--- config.mk ---
export PLATFORM = sky130hd
export DESIGN_NAME = multicycle_ctrl
export DESIGN_NICKNAME = d
export VERILOG_FILES = /design/src/rtl/rv_ctrl_pkg.sv /design/src/rtl/instret_counter.sv /design/src/rtl/multicycle_ctrl.sv
export SDC_FILE = /design/constraint.sdc
export NUM_CORES = 1
export LEC_CHECK = 0
export BUFFER_PORTS_ARGS = -buffer_cell sky130_fd_sc_hd__buf_2
export CORE_ASPECT_RATIO = 0.5
export CORE_MARGIN = 4
export CORE_UTILIZATION = 39
export DETAILED_ROUTE_END_ITERATION = 16
export PLACE_DENSITY = 0.68
export SETUP_SLACK_MARGIN = 0.4
export SLEW_MARGIN = 20
export SYNTH_ARGS = -nofsm -noshare
export SYNTH_HDL_FRONTEND = slang
export SYNTH_HIERARCHICAL = 1
export SYNTH_SLANG_ARGS = --single-unit
--- constraint.sdc ---
create_clock -name clk -period 2.79 [get_ports clk]
set_input_delay 0.4185 -clock clk [delete_from_list [all_inputs] [get_ports clk]]
set_output_delay 0.4185 -clock clk [all_outputs]
set_load 0.1 [all_outputs]
--- src/rtl/rv_ctrl_pkg.sv ---
// rtl/rv_ctrl_pkg.sv - shared opcodes, states and select encodings for the multi-cycle control FSM
package rv_ctrl_pkg;

  localparam logic [6:0] OP_R = 7'b0110011;
  localparam logic [6:0] OP_I = 7'b0010011;
  localparam logic [6:0] OP_L = 7'b0000011;
  localparam logic [6:0] OP_S = 7'b0100011;
  localparam logic [6:0] OP_B = 7'b1100011;

  typedef enum logic [2:0] {
    S_IDLE   = 3'd0,
    S_FETCH  = 3'd1,
    S_DECODE = 3'd2,
    S_EXEC   = 3'd3,
    S_MEM    = 3'd4,
    S_WB     = 3'd5,
    S_HALT   = 3'd6
  } state_t;

  localparam logic [1:0] ALU_ADD   = 2'b00;
  localparam logic [1:0] ALU_SUB   = 2'b01;
  localparam logic [1:0] ALU_FUNCT = 2'b10;

  localparam logic PC_SEQ    = 1'b0;
  localparam logic PC_BRANCH = 1'b1;
  localparam logic WB_ALU    = 1'b0;
  localparam logic WB_MDR    = 1'b1;
  localparam logic ADDR_PC   = 1'b0;
  localparam logic ADDR_ALU  = 1'b1;

  function automatic logic is_supported(input logic [6:0] op);
    return (op == OP_R) || (op == OP_I) || (op == OP_L) || (op == OP_S) || (op == OP_B);
  endfunction

endpackage

--- src/rtl/instret_counter.sv ---
// rtl/instret_counter.sv - wrapping retired-instruction counter
module instret_counter #(
  parameter int INSTRET_W = 32
) (
  input  logic                 clk,
  input  logic                 reset,
  input  logic                 inc,
  output logic [INSTRET_W-1:0] count
);

  // Count one per retiring edge; natural overflow wraps to zero.
  always_ff @(posedge clk or posedge reset) begin
    if (reset) count <= '0;
    else if (inc) count <= count + 1'b1;
  end

endmodule

--- src/rtl/multicycle_ctrl.sv ---
// rtl/multicycle_ctrl.sv - multi-cycle RV32I-subset control FSM (optional TRAP_ILLEGAL_EN halts on bad opcode)
module multicycle_ctrl
  import rv_ctrl_pkg::*;
#(
  parameter int INSTRET_W = 32
) (
  input  logic                 clk,
  input  logic                 reset,
  input  logic [6:0]           opcode,
  input  logic                 br_eq,
  input  logic                 br_nq,
  input  logic                 load,
  input  logic                 store,
  input  logic                 alu_zero,
  input  logic                 mem_ready,
  output logic                 mem_req,
  output logic                 mem_we,
  output logic                 mem_addr_sel,
  output logic                 ir_we,
  output logic                 mdr_we,
  output logic                 pc_we,
  output logic                 pc_src,
  output logic                 alu_src_b,
  output logic [1:0]           alu_op,
  output logic                 reg_we,
  output logic                 wb_sel,
  output logic [2:0]           state,
  output logic [INSTRET_W-1:0] instret,
  output logic                 illegal
);

  state_t state_q, state_nxt;
  logic   retire;
`ifdef TRAP_ILLEGAL_EN
  logic   illegal_set;
  logic   illegal_q;
`endif

  // State register; async reset drops any in-flight memory request at once.
  always_ff @(posedge clk or posedge reset) begin
    if (reset) state_q <= S_IDLE;
    else state_q <= state_nxt;
  end

  // Next-state and control decode; outputs depend on state, IR class and mem_ready.
  always_comb begin
    state_nxt    = state_q;
    retire       = 1'b0;
    mem_req      = 1'b0;
    mem_we       = 1'b0;
    mem_addr_sel = ADDR_PC;
    ir_we        = 1'b0;
    mdr_we       = 1'b0;
    pc_we        = 1'b0;
    pc_src       = PC_SEQ;
    alu_src_b    = 1'b0;
    alu_op       = ALU_ADD;
    reg_we       = 1'b0;
    wb_sel       = WB_ALU;
`ifdef TRAP_ILLEGAL_EN
    illegal_set  = 1'b0;
`endif
    case (state_q)
      S_IDLE: state_nxt = S_FETCH;
      S_FETCH: begin
        mem_req      = 1'b1;
        mem_addr_sel = ADDR_PC;
        if (mem_ready) begin
          ir_we     = 1'b1;
          state_nxt = S_DECODE;
        end
      end
      S_DECODE: begin
        if (is_supported(opcode)) begin
          state_nxt = S_EXEC;
        end else begin
`ifdef TRAP_ILLEGAL_EN
          illegal_set = 1'b1;
          state_nxt   = S_HALT;
`else
          pc_we     = 1'b1;
          pc_src    = PC_SEQ;
          retire    = 1'b1;
          state_nxt = S_FETCH;
`endif
        end
      end
      S_EXEC: begin
        case (opcode)
          OP_R: begin
            alu_op    = ALU_FUNCT;
            state_nxt = S_WB;
          end
          OP_I: begin
            alu_src_b = 1'b1;
            alu_op    = ALU_FUNCT;
            state_nxt = S_WB;
          end
          OP_L, OP_S: begin
            alu_src_b = 1'b1;
            state_nxt = S_MEM;
          end
          OP_B: begin
            alu_op    = ALU_SUB;
            pc_we     = 1'b1;
            pc_src    = (br_eq & alu_zero) | (br_nq & ~alu_zero);
            retire    = 1'b1;
            state_nxt = S_FETCH;
          end
          default: state_nxt = S_FETCH;
        endcase
      end
      S_MEM: begin
        mem_req      = 1'b1;
        mem_addr_sel = ADDR_ALU;
        mem_we       = store;
        alu_src_b    = 1'b1;
        alu_op       = ALU_ADD;
        if (mem_ready) begin
          if (opcode == OP_S) begin
            pc_we     = 1'b1;
            pc_src    = PC_SEQ;
            retire    = 1'b1;
            state_nxt = S_FETCH;
          end else begin
            mdr_we    = 1'b1;
            state_nxt = S_WB;
          end
        end
      end
      S_WB: begin
        reg_we    = 1'b1;
        wb_sel    = load ? WB_MDR : WB_ALU;
        alu_src_b = (opcode != OP_R);
        alu_op    = ((opcode == OP_R) || (opcode == OP_I)) ? ALU_FUNCT : ALU_ADD;
        pc_we     = 1'b1;
        pc_src    = PC_SEQ;
        retire    = 1'b1;
        state_nxt = S_FETCH;
      end
      S_HALT: state_nxt = S_HALT;
      default: state_nxt = S_IDLE;
    endcase
  end

`ifdef TRAP_ILLEGAL_EN
  // Sticky illegal-opcode flag, cleared only by reset.
  always_ff @(posedge clk or posedge reset) begin
    if (reset) illegal_q <= 1'b0;
    else if (illegal_set) illegal_q <= 1'b1;
  end
  assign illegal = illegal_q;
`else
  assign illegal = 1'b0;
`endif

  assign state = state_q;

  instret_counter #(.INSTRET_W(INSTRET_W)) u_instret (
    .clk   (clk),
    .reset (reset),
    .inc   (retire),
    .count (instret)
  );

endmodule

# Yosys cells after proc, flatten, opt, wreduce, memory -nomap -nowiden

Index checks and enable logic that the tools add are counted.

Input port bits: 15
Flip-flop bits (word level): 35
Word-level logic and storage cells: 61
Output and inout bits: 48

Add/subtract/negate cells: 1
Bitwise operators: 4
Muxes and demuxes: 29
Reduce and logical (&&, ||, !) cells: 11
Eq/ne operators: 14

Operators by type and width:

| operator                                                         | count |
|---|---|
| 32-bit by 1-bit adder with 32-bit output (second input constant) | 1 |
| 1-bit 2-to-1 mux                                                 | 18 |
| 3-bit one-hot mux with 6 select lines                            | 1 |
| 7-bit by 6-bit == test with 1-bit output (second input constant) | 2 |
| 3-bit == test (second input constant)                            | 3 |
| 3-bit 2-to-1 mux                                                 | 3 |
| 2-bit one-hot mux with 2 select lines                            | 2 |
| 2-bit OR reduction                                               | 4 |
| 7-bit by 2-bit == test with 1-bit output (second input constant) | 1 |
| 7-bit by 5-bit == test with 1-bit output (second input constant) | 1 |
| 7-bit == test (second input constant)                            | 1 |
| 7-bit by 6-bit != test with 1-bit output (second input constant) | 1 |
| 3-bit by 2-bit == test with 1-bit output (second input constant) | 2 |
| 3-bit one-hot mux with 2 select lines                            | 1 |
| 1-bit logical OR                                                 | 4 |
| 2-bit 2-to-1 mux                                                 | 2 |
| 2-bit != test (second input constant)                            | 2 |
| 1-bit one-hot mux with 4 select lines                            | 1 |
| 3-bit by 1-bit == test with 1-bit output (second input constant) | 1 |
| 3-bit zero test                                                  | 1 |
| 1-bit one-hot mux with 3 select lines                            | 1 |
| 3-bit OR reduction                                               | 1 |
| 1-bit bitwise AND                                                | 2 |
| 2-bit AND reduction                                              | 1 |
| other kinds (2)                                                  | 2 |

# Longest topological paths before layout

Gate-level depths: netlist of the first run.

Word-level depth: 7
Mapped depth: 9
Gate-level depth less buffers: 8

# By module

The synthesis of the first run kept the hierarchy.

Modules (own cells, without submodules):

| module          | times used | seq. area each (sq um) | area an instance (sq um) | cells an instance |
|---|---|---|---|---|
| instret_counter | 1          | 800.8                  | 1510.2                   | 126 |
| multicycle_ctrl | 1          | 75.1                   | 377.9                    | 51 |

# Worst setup path before layout of the first run

No wires, ideal clock.

Path kind: reg-to-output
Start point: register state_q[1] (netlist: state[1])
End point: output pc_src
Required time: 2.372 ns
Setup slack: -1.906 ns
Buffers on the path: 0
Stages on the path, launching flop included: 3
Data arrival time: 4.278 ns
Cells stage by stage: dfrtp_1 -> or2b_2 -> nor4_1

Cells in the longest elaborated chain, start to end: 2

Ends and longest elaborated chain:

| item                                     | RTL line              | text |
|---|---|---|
| start, declared                          | multicycle_ctrl.sv:32 | `state_t state_q, state_nxt;` |
| start signal, assigned                   | multicycle_ctrl.sv:42 | `else state_q <= state_nxt;` |
| 3-bit by 2-bit == test with 1-bit output | multicycle_ctrl.sv:63 | `case (state_q)` |
| 1-bit 2-to-1 mux                         | n/a                   |  |
| end, declared                            | multicycle_ctrl.sv:22 | `output logic pc_src,` |

No other way between the ends.

# Final worst setup path of the first run

Start point: input opcode[3]
End point: output pc_we

Cells in the longest elaborated chain, start to end: 7
Elaborated cells between the ends (all ways): 14
Classes of those cells: eq/ne (5); mux (5); reduce/logical (4)

Ends and longest elaborated chain:

| item                                                                                                        | RTL line              | text |
|---|---|---|
| start, declared                                                                                             | multicycle_ctrl.sv:9  | `input logic [6:0] opcode,` |
| 7-bit by 6-bit == test with 1-bit output / 7-bit by 5-bit == test with 1-bit output (equally long branches) | rv_ctrl_pkg.sv:32     | `return (op == OP_R) \|\| (op == OP_I) \|\| (op == OP_L) \|\| (op == OP_S) \|\| (op == OP_B);` |
| 1-bit logical OR (4 in a row)                                                                               | rv_ctrl_pkg.sv:32     |  |
| 1-bit 2-to-1 mux                                                                                            | multicycle_ctrl.sv:74 | `if (is_supported(opcode)) begin` |
| 1-bit one-hot mux with 4 select lines *                                                                     | multicycle_ctrl.sv:63 |  |
| end, declared                                                                                               | multicycle_ctrl.sv:21 | `output logic pc_we,` |

Every way passes the cells marked *; elsewhere a longest branch is shown, timed or not.

==> results of run 1 <==
## critical path, delay by kind of cell
| family | cells | cell delay (ps) |
|---|---|---|
| AND/OR/NAND/NOR | 3 | 900 |
| AO/OA/AOI/OAI | 1 | 120 |
| buffers and inverters | 3 | 440 |
## worst paths after layout
check | start | slack (ps) | endpoint
worst max-delay path | opcode[3] | 480 | pc_we
worst min-delay path | opcode[4] | 460 | state[0]$_DFFE_PP0P_
worst max register to register | state[1]$_DFFE_PP0P_ | 540 | u_instret/count[27]$_DFFE_PP0P_
worst min register to register | u_instret/count[31]$_DFFE_PP0P_ | 470 | u_instret/count[31]$_DFFE_PP0P_
max in group asynchronous | reset | 1710 | u_instret/count[2]$_DFFE_PP0P_
min in group asynchronous | reset | 560 | state[0]$_DFFE_PP0P_
## logic make-up (layout without fill, tap and decap cells)
| logic type | after synthesis | count (layout) | share of synthesized area [%] |
|---|---|---|---|
| XOR/XNOR | 31 | 31 | 14.4 |
| flip-flops | 35 | 35 | 46.4 |
| buffers and inverters | 12 | 80 | 3.25 |
| AO/OA/AOI/OAI | 11 | 11 | 4.37 |
| other | 1 | 1 | 0.199 |
| adder cells (fa/ha/maj) | 1 | 1 | 0.663 |
| multiplexers | 3 | 3 | 1.66 |
| AND/OR/NAND/NOR | 83 | 83 | 29.1 |
## layout make-up
type | count | area (µm²) | share of cell area [%]
multi-input combinational | 130 | 1110 | 43.3
sequential | 35 | 882 | 34.5
timing repair buffer | 65 | 353 | 13.8
tap | 66 | 82.6 | 3.23
clock buffer | 6 | 72.6 | 2.84
clock inverter | 1 | 30.0 | 1.17
inverter | 8 | 30.0 | 1.17
## registers in the layout, indices dropped and copies added, names as in the netlist
| register | cells |
|---|---|
| u_instret/count | 32 |
| state | 3 |
## metal layers
| metal | vias up | global-route usage (%) | share of wire [%] |
|---|---|---|---|
| met1 | 750 | 18.2 | 43 |
| met3 | 4 | 2.82 | 4.1 |
| li1 | 752 | - | - |
| met2 | 38 | 25.9 | 52 |
| met5 | - | 0 | 0 |
| met4 | 0 | 5.35 | 1.0 |
## power by group
group	switching [mW]	internal (mW)
logic	0.420	0.0943
clock network	0.169	0.262
registers	0.0588	0.547
## repair_timing
action	4_1_cts	5_1_grt
endpoints found under the setup margin	0	4
endpoints found under the hold margin	3	0
gates resized for setup	0	6
hold buffers	1	0
setup buffers	0	1
## metrics by stage
step / power, mW / hold WS, ps / util [%]
after detailed placement: 1.13 / 302 / 53.0
after floorplan: 1.03 / 172 / -
final: 1.55 / 463 / 56.4
after CTS: 1.57 / 454 / 55.5
after global routing: 1.62 / 471 / 56.4
after global placement: 1.12 / 300 / 53.0
## cell usage after synthesis, drive strengths merged, types with 2 or more instances
| library cell | instances | share of area [%] |
|---|---|---|
| buf | 4 | 1.7 |
| nor2 | 7 | 1.4 |
| dfrtp | 35 | 46 |
| nor4 | 6 | 3.6 |
| nor3 | 8 | 2.1 |
| nand2 | 19 | 3.8 |
| and2 | 2 | 0.66 |
| a21oi | 3 | 0.79 |
| inv | 8 | 1.6 |
| mux2i | 2 | 1.1 |
| xor2 | 18 | 8.3 |
| and4 | 6 | 3.1 |
| nand4 | 5 | 2.5 |
| and3 | 6 | 2.0 |
| nand3 | 12 | 4.8 |
| o211a | 2 | 1.1 |
| xnor2 | 13 | 6.0 |
| nand2b | 3 | 0.99 |
| a211oi | 2 | 0.79 |
==> results by group, run 1 <==
Critical path
  • Crit-path max cell delay: 410 ps
  • FF-to-FF path depth: 8
  • Element type at the critical path end: output port
  • CP max-delay cell: or3_1
  • WP data arrival: 1890 ps
  • CP Max Fanout: 6
  • Req. time, crit path: about 2400 ps
  • Setup CP Type: in2out
  • Worst setup SP type: input port
  • CP Cell Sequence: buf_2, and4bb_4, nand3_4, or3_1, o211ai_4, buf_4, buf_12

Place
  • IO Port Bufs: 61
  • Placed instance area: approximately 2400 µm²
  • DP Wirelength: 3240 µm
  • Gp weighted congestion: 0.839
  • Inst Count DP: 302
  • Pre-CTS setup slack: between 150 and 200 ps

Drt
  • Antenna viol nets, final: 0
  • # DRC: 0
  • Total Wirelength: approximately 4200 µm
  • Routed len/inst: 13.6 µm
  • Avg Vias per Cell: between 4 and 5
  • Vias: 1544
  • First-pass iteration count of the detailed router: 4
  • Initial DRC count: 75

Finish
  • Leading cell type in the layout, fill and taps excluded: buf_2
  • Ant diodes: 0
  • Layout cell share with drive strength beyond 1: 44.1%
  • Area growth, synth to finish: 35.5%
  • Fillers: 402
  • Final Cell Area: 2560 µm²
  • Non-filler cells, final: 311
  • Layout Nets: 261
  • Most frequent cells in the layout: buf_2 (60), dfrtp_1 (32), xor2_1 (18), nand2_1 (17), xnor2_1 (13)

GRT
  • Antenna violations before repair: 0
  • GRT overflow: 0
  • First-pass GRT wire length: 7400 µm
  • Tot GR Track Use: 14.7%
  • Vias in the first global route: 1610
  • Largest net degree at the start of global routing: 33

STA
  • Endpoints failing setup: 0
  • Min setup slack post-route: 478 ps
  • Max Slew Vio Count: 0
  • Post-route clock skew: 7.30 ps
  • Final hold vios: 0
  • Tmin final: roughly 2300 ps
  • Fin crit share: ~83%
  • RSZ-0062 raised after global routing: no
  • TNS Setup: 0 ps
  • Fmax: ~0.43 GHz

Yosys
  • Distinct cells, synth: 43
  • Average size of a mapped cell: 10.7 µm²
  • Syn_nets: ~190
  • Number of flops mapped to enable cells by yosys: 0
  • Sequential cell area fraction in the yosys report: 46.4%
  • Synth Instances: 177
  • Synth Warn #: 6
  • Post-synthesis cell area: about 1900 µm²
  • Seq cells post-synth: 35
  • Post-synth ARST share: between 90% and 100%
  • Top FF cell, synth: dfrtp_1

Power
  • Pwr dens: 607 nW/µm²
  • Pleak: 1.38 nW
  • VDD IR max: roughly 0.00042 V

CTS
  • CTS Buf Count: 5
  • Clk_lat worst skew: ~280 ps
  • Clk root buf: clkbuf_8
  • Clock Path Buffers: 2
  • H-tree level count: 2
  • Worst-path clk slew: 70 ps
  • CTS Sinks: 35
  • CTS tree: yes

Die
  • Initial Util: 41.7%
  • Die H: 57.2 µm
  • Die area: 6090 µm²
  • I/O Pins: 63
  • Core ar.: 4530 µm²
  • Placement Rows: 17
  • Die Wd: 106 µm

Hold path
  • Hold path depth: 3
  • Worst hold path type: in2reg

Flow run
  • Max-cap violations: 0

Status
  • Status: completed
Note: power is estimated with default switching activity, not from simulation.
==> run 2, diff against run 1 <==
--- a/config.mk
+++ b/config.mk
@@ -5,12 +5,13 @@
 export SDC_FILE = /design/constraint.sdc
 export NUM_CORES = 1
 export LEC_CHECK = 0
+export ABC_AREA = 1
 export BUFFER_PORTS_ARGS = -buffer_cell sky130_fd_sc_hd__buf_2
 export CORE_ASPECT_RATIO = 0.5
 export CORE_MARGIN = 4
 export CORE_UTILIZATION = 39
 export DETAILED_ROUTE_END_ITERATION = 16
-export PLACE_DENSITY = 0.68
+export PLACE_DENSITY = 0.69
 export SETUP_SLACK_MARGIN = 0.4
 export SLEW_MARGIN = 20
 export SYNTH_ARGS = -nofsm -noshare
==> constraint.sdc (replaced) <==
create_clock -name clk -period 1.94 [get_ports clk]
set_input_delay 0.291 -clock clk [delete_from_list [all_inputs] [get_ports clk]]
set_output_delay 0.291 -clock clk [all_outputs]
set_load 0.1 [all_outputs]
==> results by group, run 2 <==
Status
  • Status: complete, but fails checks
  • Failing checks: negative setup slack

Yosys
  • Top post-synthesis cells by count: nand2_1 (75), inv_1 (39), dfrtp_1 (35), nor2_1 (31)
  • Distinct cells, synth: 31
  • Ranking of synthesized cells by area: dfrtp_1 (41%), nand2_1 (13%), inv_1 (6.8%), xor2_1 (5.7%), nor2_1 (5.4%)
  • Average size of a mapped cell: 7.69 µm²
  • Synth Warn #: 6
  • Post-synthesis cell area: approximately 2200 µm²
  • Synth area leader: dfrtp_1
  • Syn_nets: between 200 and 300
  • Synth top area share: 40.5%
  • Number of flops mapped to enable cells by yosys: 0
  • Top FF cell, synth: dfrtp_1
  • Synth Instances: 281
  • Sequential cell area fraction in the yosys report: about two fifths
  • Post-synth ARST share: between 90% and 100%
  • Most numerous cell in the Yosys netlist: nand2_1
  • Seq cells post-synth: 35

STA
  • Min setup slack post-route: -26.7 ps
  • Post-route clock skew: just over 8 ps
  • Hold slack: between 400 and 500 ps
  • Fin crit share: 101%
  • RSZ-0062 raised after global routing: yes
  • Fmax: 0.508 GHz
  • Endpoints failing setup: 6
  • Final hold vios: 0
  • Tmin final: 1970 ps
  • Max Slew Vio Count: 0

Critical path
  • Req. time, crit path: approximately 2200 ps
  • WP data arrival: 2200 ps
  • Worst setup SP type: flop
  • CP max-delay cell: dfrtp_4
  • Element type at the critical path end: flop
  • CP Max Fanout: 4
  • Crit-path max cell delay: 510 ps
  • CP top delay family: simple AND/OR/NAND/NOR gates
  • CP Cell Sequence: nor3_2, nand4_1, nand4_1, nand2_2, nor2_4, buf_4, nand2_4, nor2_4, nand3_1, nand2_1, nand2_1, inv_1
  • FF-to-FF path depth: 12
  • R2r setup slk: -30 ps
  • Setup CP Type: reg2reg
  • Reg2Reg Launch Point: state[2]$_DFFE_PP0P_
  • Critical Path Stages: 12
  • R2r endpoint: u_instret/count[28]$_DFFE_PP0P_
  • Worst path bufs/invs: 2

Finish
  • Largest register FFs: 32
  • Layout cell share with drive strength beyond 1: 41.7%
  • Leading cell type in the layout, fill and taps excluded: nand2_1
  • Multi-input gate area: between 1000 and 1500 µm²
  • Fillers: 430
  • Largest reg by FF count: u_instret/count
  • Area growth, synth to finish: 53.6%
  • Ant diodes: 0
  • Layout Utilization: around 65%
  • Non-filler cells, final: 451
  • Storage cell area: about 890 µm²
  • Layout Nets: 396
  • Most frequent cells in the layout: nand2_1 (72), buf_2 (44), inv_1 (34), dfrtp_1 (32)

CTS
  • Clock Path Buffers: 2
  • Clk_lat worst skew: 290 ps
  • CTS Sinks: 35
  • H-tree level count: 2
  • Clk root buf: clkbuf_8
  • CTS Buf Count: 5
  • Worst-path clk slew: 80 ps
  • CTS tree: yes

Place
  • Gp weighted congestion: approximately 0.83
  • DP Wirelength: 4240 µm
  • IO Port Bufs: 61
  • Inst Count DP: around 420

GRT
  • GRT overflow: 0
  • Vias in the first global route: 2020
  • Largest net degree at the start of global routing: 33
  • First-pass GRT wire length: 9230 µm
  • Tot GR Track Use: 16.9%
  • GR peak layer: met2
  • Met1 Track Usage GR: around 21%
  • Met3 Use GR: 4.28%
  • Antenna violations before repair: 0
  • Met2 Track Usage GR: roughly 30%

Power
  • Power share of the combinational group: 50.4%
  • Sw Ratio: about half
  • Clock network power share: 18.1%
  • VDD IR max: 0.00113 V
  • Psw: 1.45 mW
  • P_int: about 1.5 mW
  • Pleak: 1.70 nW
  • Sequential Power Share: 31.5%
  • Pwr dens: 884 nW/µm²

Drt
  • Vias: approximately 2200
  • # DRC: 0
  • Routed len/inst: 12.8 µm
  • First-pass iteration count of the detailed router: 4
  • Avg Vias per Cell: approximately 4.8
  • Antenna viol nets, final: 0
  • Total Wirelength: 5780 µm
  • Initial DRC count: 105

Die
  • Die H: 60.6 µm
  • Die Wd: 113 µm
  • I/O Pins: 63
  • Core ar.: 5130 µm²
  • Die area: 6870 µm²
  • Initial Util: between 40% and 50%
  • Placement Rows: 18

Flow run
  • Max-cap violations: 0

Hold path
  • Worst hold path type: in2async
==> run 2: worst max-delay path by stage <==
stage | from | endpoint | slack [ps]
6_report | state[2]$_DFFE_PP0P_ | u_instret/count[28]$_DFFE_PP0P_ | -30
5_1_grt | state[2]$_DFFE_PP0P_ | u_instret/count[24]$_DFFE_PP0P_ | -150
4_1_cts | state[2]$_DFFE_PP0P_ | pc_we | 7
3_5_place_dp | opcode[3] | u_instret/count[26]$_DFFE_PP0P_ | -80
3_3_place_gp | opcode[3] | u_instret/count[30]$_DFFE_PP0P_ | 30
2_1_floorplan | state[0]$_DFFE_PP0P_ | u_instret/count[19]$_DFFE_PP0P_ | -1690
==> run 2: area by class of cell <==
cell class	instances	share of cell area (%)
inverter	44	5.39
tap	70	2.64
multi-input combinational	202	39.5
clock buffer	6	2.19
sequential	35	26.7
timing repair buffer	92	23.2
clock inverter	2	0.377
==> run 2: tightest hold or removal path, cell delays in order <==
cell	delay, ps
dlygate4sd3_1	530
buf_2	130
inv_1	100
==> run 2: layer usage <==
metal / vias to the layer above / routed length, µm
met4: 0 / 57
met1: 1032 / 2550
met2: 45 / 2870
li1: 1076 / -
met3: 6 / 305
met5: - / 0
==> run 2: cells by family (layout without fill, tap and decap cells) <==
family	count (synthesis)	in the layout	synth area share (%)
simple gates	167	168	38.7
buf+inv	45	144	7.99
flops	35	35	40.5
xor+xnor	21	21	8.51
compound gates	9	9	2.55
mux	2	2	0.984
fa+ha+maj	1	1	0.579
other cells	1	1	0.174
==> run 2: power groups by stage <==
stage	registers, mW	clock network (mW)	logic [mW]
finish	0.925	0.529	1.48
floorplan	1.40	0	0.523
global route	0.939	0.559	1.54
detailed placement	0.929	0	1.28
global placement	0.927	0	1.27
CTS	0.910	0.528	1.40
==> run 2: stage by stage <==
stage / power (mW) / setup WS [ps] / TNS (ps) / area, µm²
final: 2.93 / -26.7 / -83.7 / 3320
after global routing: 3.04 / -153 / -1340 / 3320
after CTS: 2.84 / 6.87 / 0 / 3160
after detailed placement: 2.21 / -77.0 / -478 / 2940
after global placement: 2.20 / 25.1 / 0 / 2940
after floorplan: 1.92 / -1690 / -56310 / 2290
==> run 2: repair_timing <==
action | 4_1_cts | 5_1_grt
endpoints found under the hold margin | 3 | 0
gates cloned | 1 | 0
hold buffers | 1 | 0
setup buffers | 10 | 7
endpoints found under the setup margin | 44 | 48
pin swaps | 13 | 5
resized for setup | 13 | 26
==> run 3, diff against run 2 <==
==> constraint.sdc (replaced) <==
create_clock -name clk -period 1.94 [get_ports clk]
set_input_delay 0.097 -clock clk [delete_from_list [all_inputs] [get_ports clk]]
set_output_delay 0.097 -clock clk [all_outputs]
set_load 0.1 [all_outputs]
==> results by group, run 3 (synthesized netlist as in run 2, its figures left out) <==
STA
  • Tmin final: 1940 ps
  • Max Slew Vio Count: 0
  • Post-route clock skew: slightly below 9 ps
  • Tightest Pin Transition: 512 ps
  • Relative slew slack: 66.1%
  • Endpoints failing setup: 1
  • Min setup slack post-route: -0.0353 ps
  • Final hold vios: 0
  • TNS Setup: -0.0353 ps
  • Fmax: 0.515 GHz
  • Hold slack: 224 ps
  • RSZ-0062 raised after global routing: yes
  • Fin crit share: 100%

Status
  • Status: complete, but fails checks
  • Failing checks: negative setup slack

Finish
  • Ant diodes: 0
  • Layout cell share with drive strength beyond 1: about 44%
  • Layout Nets: 400
  • Most frequent cells in the layout: nand2_1 (70), buf_2 (49), inv_1 (33), dfrtp_1 (32), nor2_1 (25)
  • Area growth, synth to finish: 58.9%
  • Multi-input gate area: ~1300 µm²
  • Largest register FFs: 32
  • Largest reg by FF count: u_instret/count
  • Leading cell type in the layout, fill and taps excluded: nand2_1
  • Fillers: 405
  • Final Cell Area: 3430 µm²
  • Storage cell area: 887 µm²
  • Layout Utilization: 66.9%
  • Non-filler cells, final: 455

CTS
  • Clock Path Buffers: 2
  • CTS tree: yes
  • Clk root buf: clkbuf_8
  • Worst-path clk slew: 80 ps
  • CTS Buf Count: 5
  • CTS Sinks: 35
  • H-tree level count: 2
  • Clk_lat worst skew: approximately 300 ps

Die
  • Die Wd: 113 µm
  • Placement Rows: 18
  • I/O Pins: 63
  • Die area: 6870 µm²
  • Die H: 60.6 µm
  • Core ar.: 5130 µm²
  • Initial Util: 42.1%

Power
  • Pleak: 1.76 nW
  • VDD IR max: 0.00102 V
  • Pwr dens: 929 nW/µm²

Drt
  • Antenna viol nets, final: 0
  • First-pass iteration count of the detailed router: 4
  • Vias: 2209
  • Total Wirelength: 6210 µm
  • Routed len/inst: 13.6 µm
  • Avg Vias per Cell: 4.85
  • Initial DRC count: 93
  • # DRC: 0

Critical path
  • Element type at the critical path end: flop
  • CP Max Fanout: 5
  • Setup CP Type: reg2reg
  • Worst setup SP type: flop
  • WP data arrival: ~2100 ps
  • Req. time, crit path: ~2100 ps

GRT
  • GRT overflow: 0
  • Antenna violations before repair: 0
  • Vias in the first global route: 2151
  • Largest net degree at the start of global routing: 33
  • First-pass GRT wire length: 9950 µm
  • Tot GR Track Use: 18.2%

Place
  • DP Wirelength: 4220 µm
  • Inst Count DP: 421
  • Gp weighted congestion: about 0.85
  • IO Port Bufs: 61
  • Placed instance area: 2780 µm²

Flow run
  • Max-cap violations: 0

Hold path
  • Worst hold path type: in2reg
run 3: repair_timing:
item | CTS | global route
gates resized for setup | 60 | 26
hold buffers | 1 | 0
setup endpoints to repair | 42 | 44
pin swaps | 18 | 14
hold endpoints to repair | 35 | 0
gates cloned | 1 | 0
setup buffers | 14 | 10
run 3: final timing paths:
check,start,cells past startpoint,end,slack (ps)
max,state[0]$_DFFE_PP0P_,12,u_instret/count[30]$_DFFE_PP0P_,-0.04
min,mem_ready,4,state[2]$_DFFE_PP0P_,220
max reg2reg,state[0]$_DFFE_PP0P_,12,u_instret/count[30]$_DFFE_PP0P_,-0.04
min reg2reg,u_instret/count[31]$_DFFE_PP0P_,2,u_instret/count[31]$_DFFE_PP0P_,500
max in group asynchronous,reset,4,u_instret/count[16]$_DFFE_PP0P_,1190
min in group asynchronous,reset,3,state[2]$_DFFE_PP0P_,230
run 3: final cells by class:
cell class	instances	share of cell area, %
Timing Repair Buffer	96	23.9
Sequential cell	35	25.8
Clock inverter	3	1.28
Tap cell	70	2.55
Inverter	44	5.79
Clock buffer	5	2.00
Multi-Input combinational cell	202	38.7
run 3: worst max-delay path, cell delays in order (launching register included):
cell     delay [ps]
dfrtp_4         490
buf_12          120
nand2_4          50
nor2_4          120
nand3_4          90
nand4_1         170
nand2_2         110
nor2_4          170
nand3_4         120
nor2_4          180
nand3_1          90
nand2_1          80
nand2_1          50
run 3: through the flow:
step | total power, mW | setup WS, ps
CTS | 3.00 | 30.1
floorplan | 1.92 | -1690
finish | 3.19 | -0.0353
global placement | 2.11 | 54.9
global route | 3.31 | -125
detailed placement | 2.13 | -35.3
run 3: routing by layer:
metal | vias to the layer above | track usage, % | wire length, µm
li1 | 1086 | - | -
met2 | 78 | 32.7 | 3110
met4 | 0 | 5.65 | 110
met3 | 12 | 4.28 | 413
met5 | - | 0 | 0
met1 | 1033 | 22.4 | 2570
run 3: report_power, final:
group / total, mW / switching, mW / leakage [nW] / internal [mW]
Sequential: 0.920 / 0.112 / 0.457 / 0.808
Clock: 0.665 / 0.282 / 0.0581 / 0.382
Combinational: 1.60 / 1.09 / 1.24 / 0.514
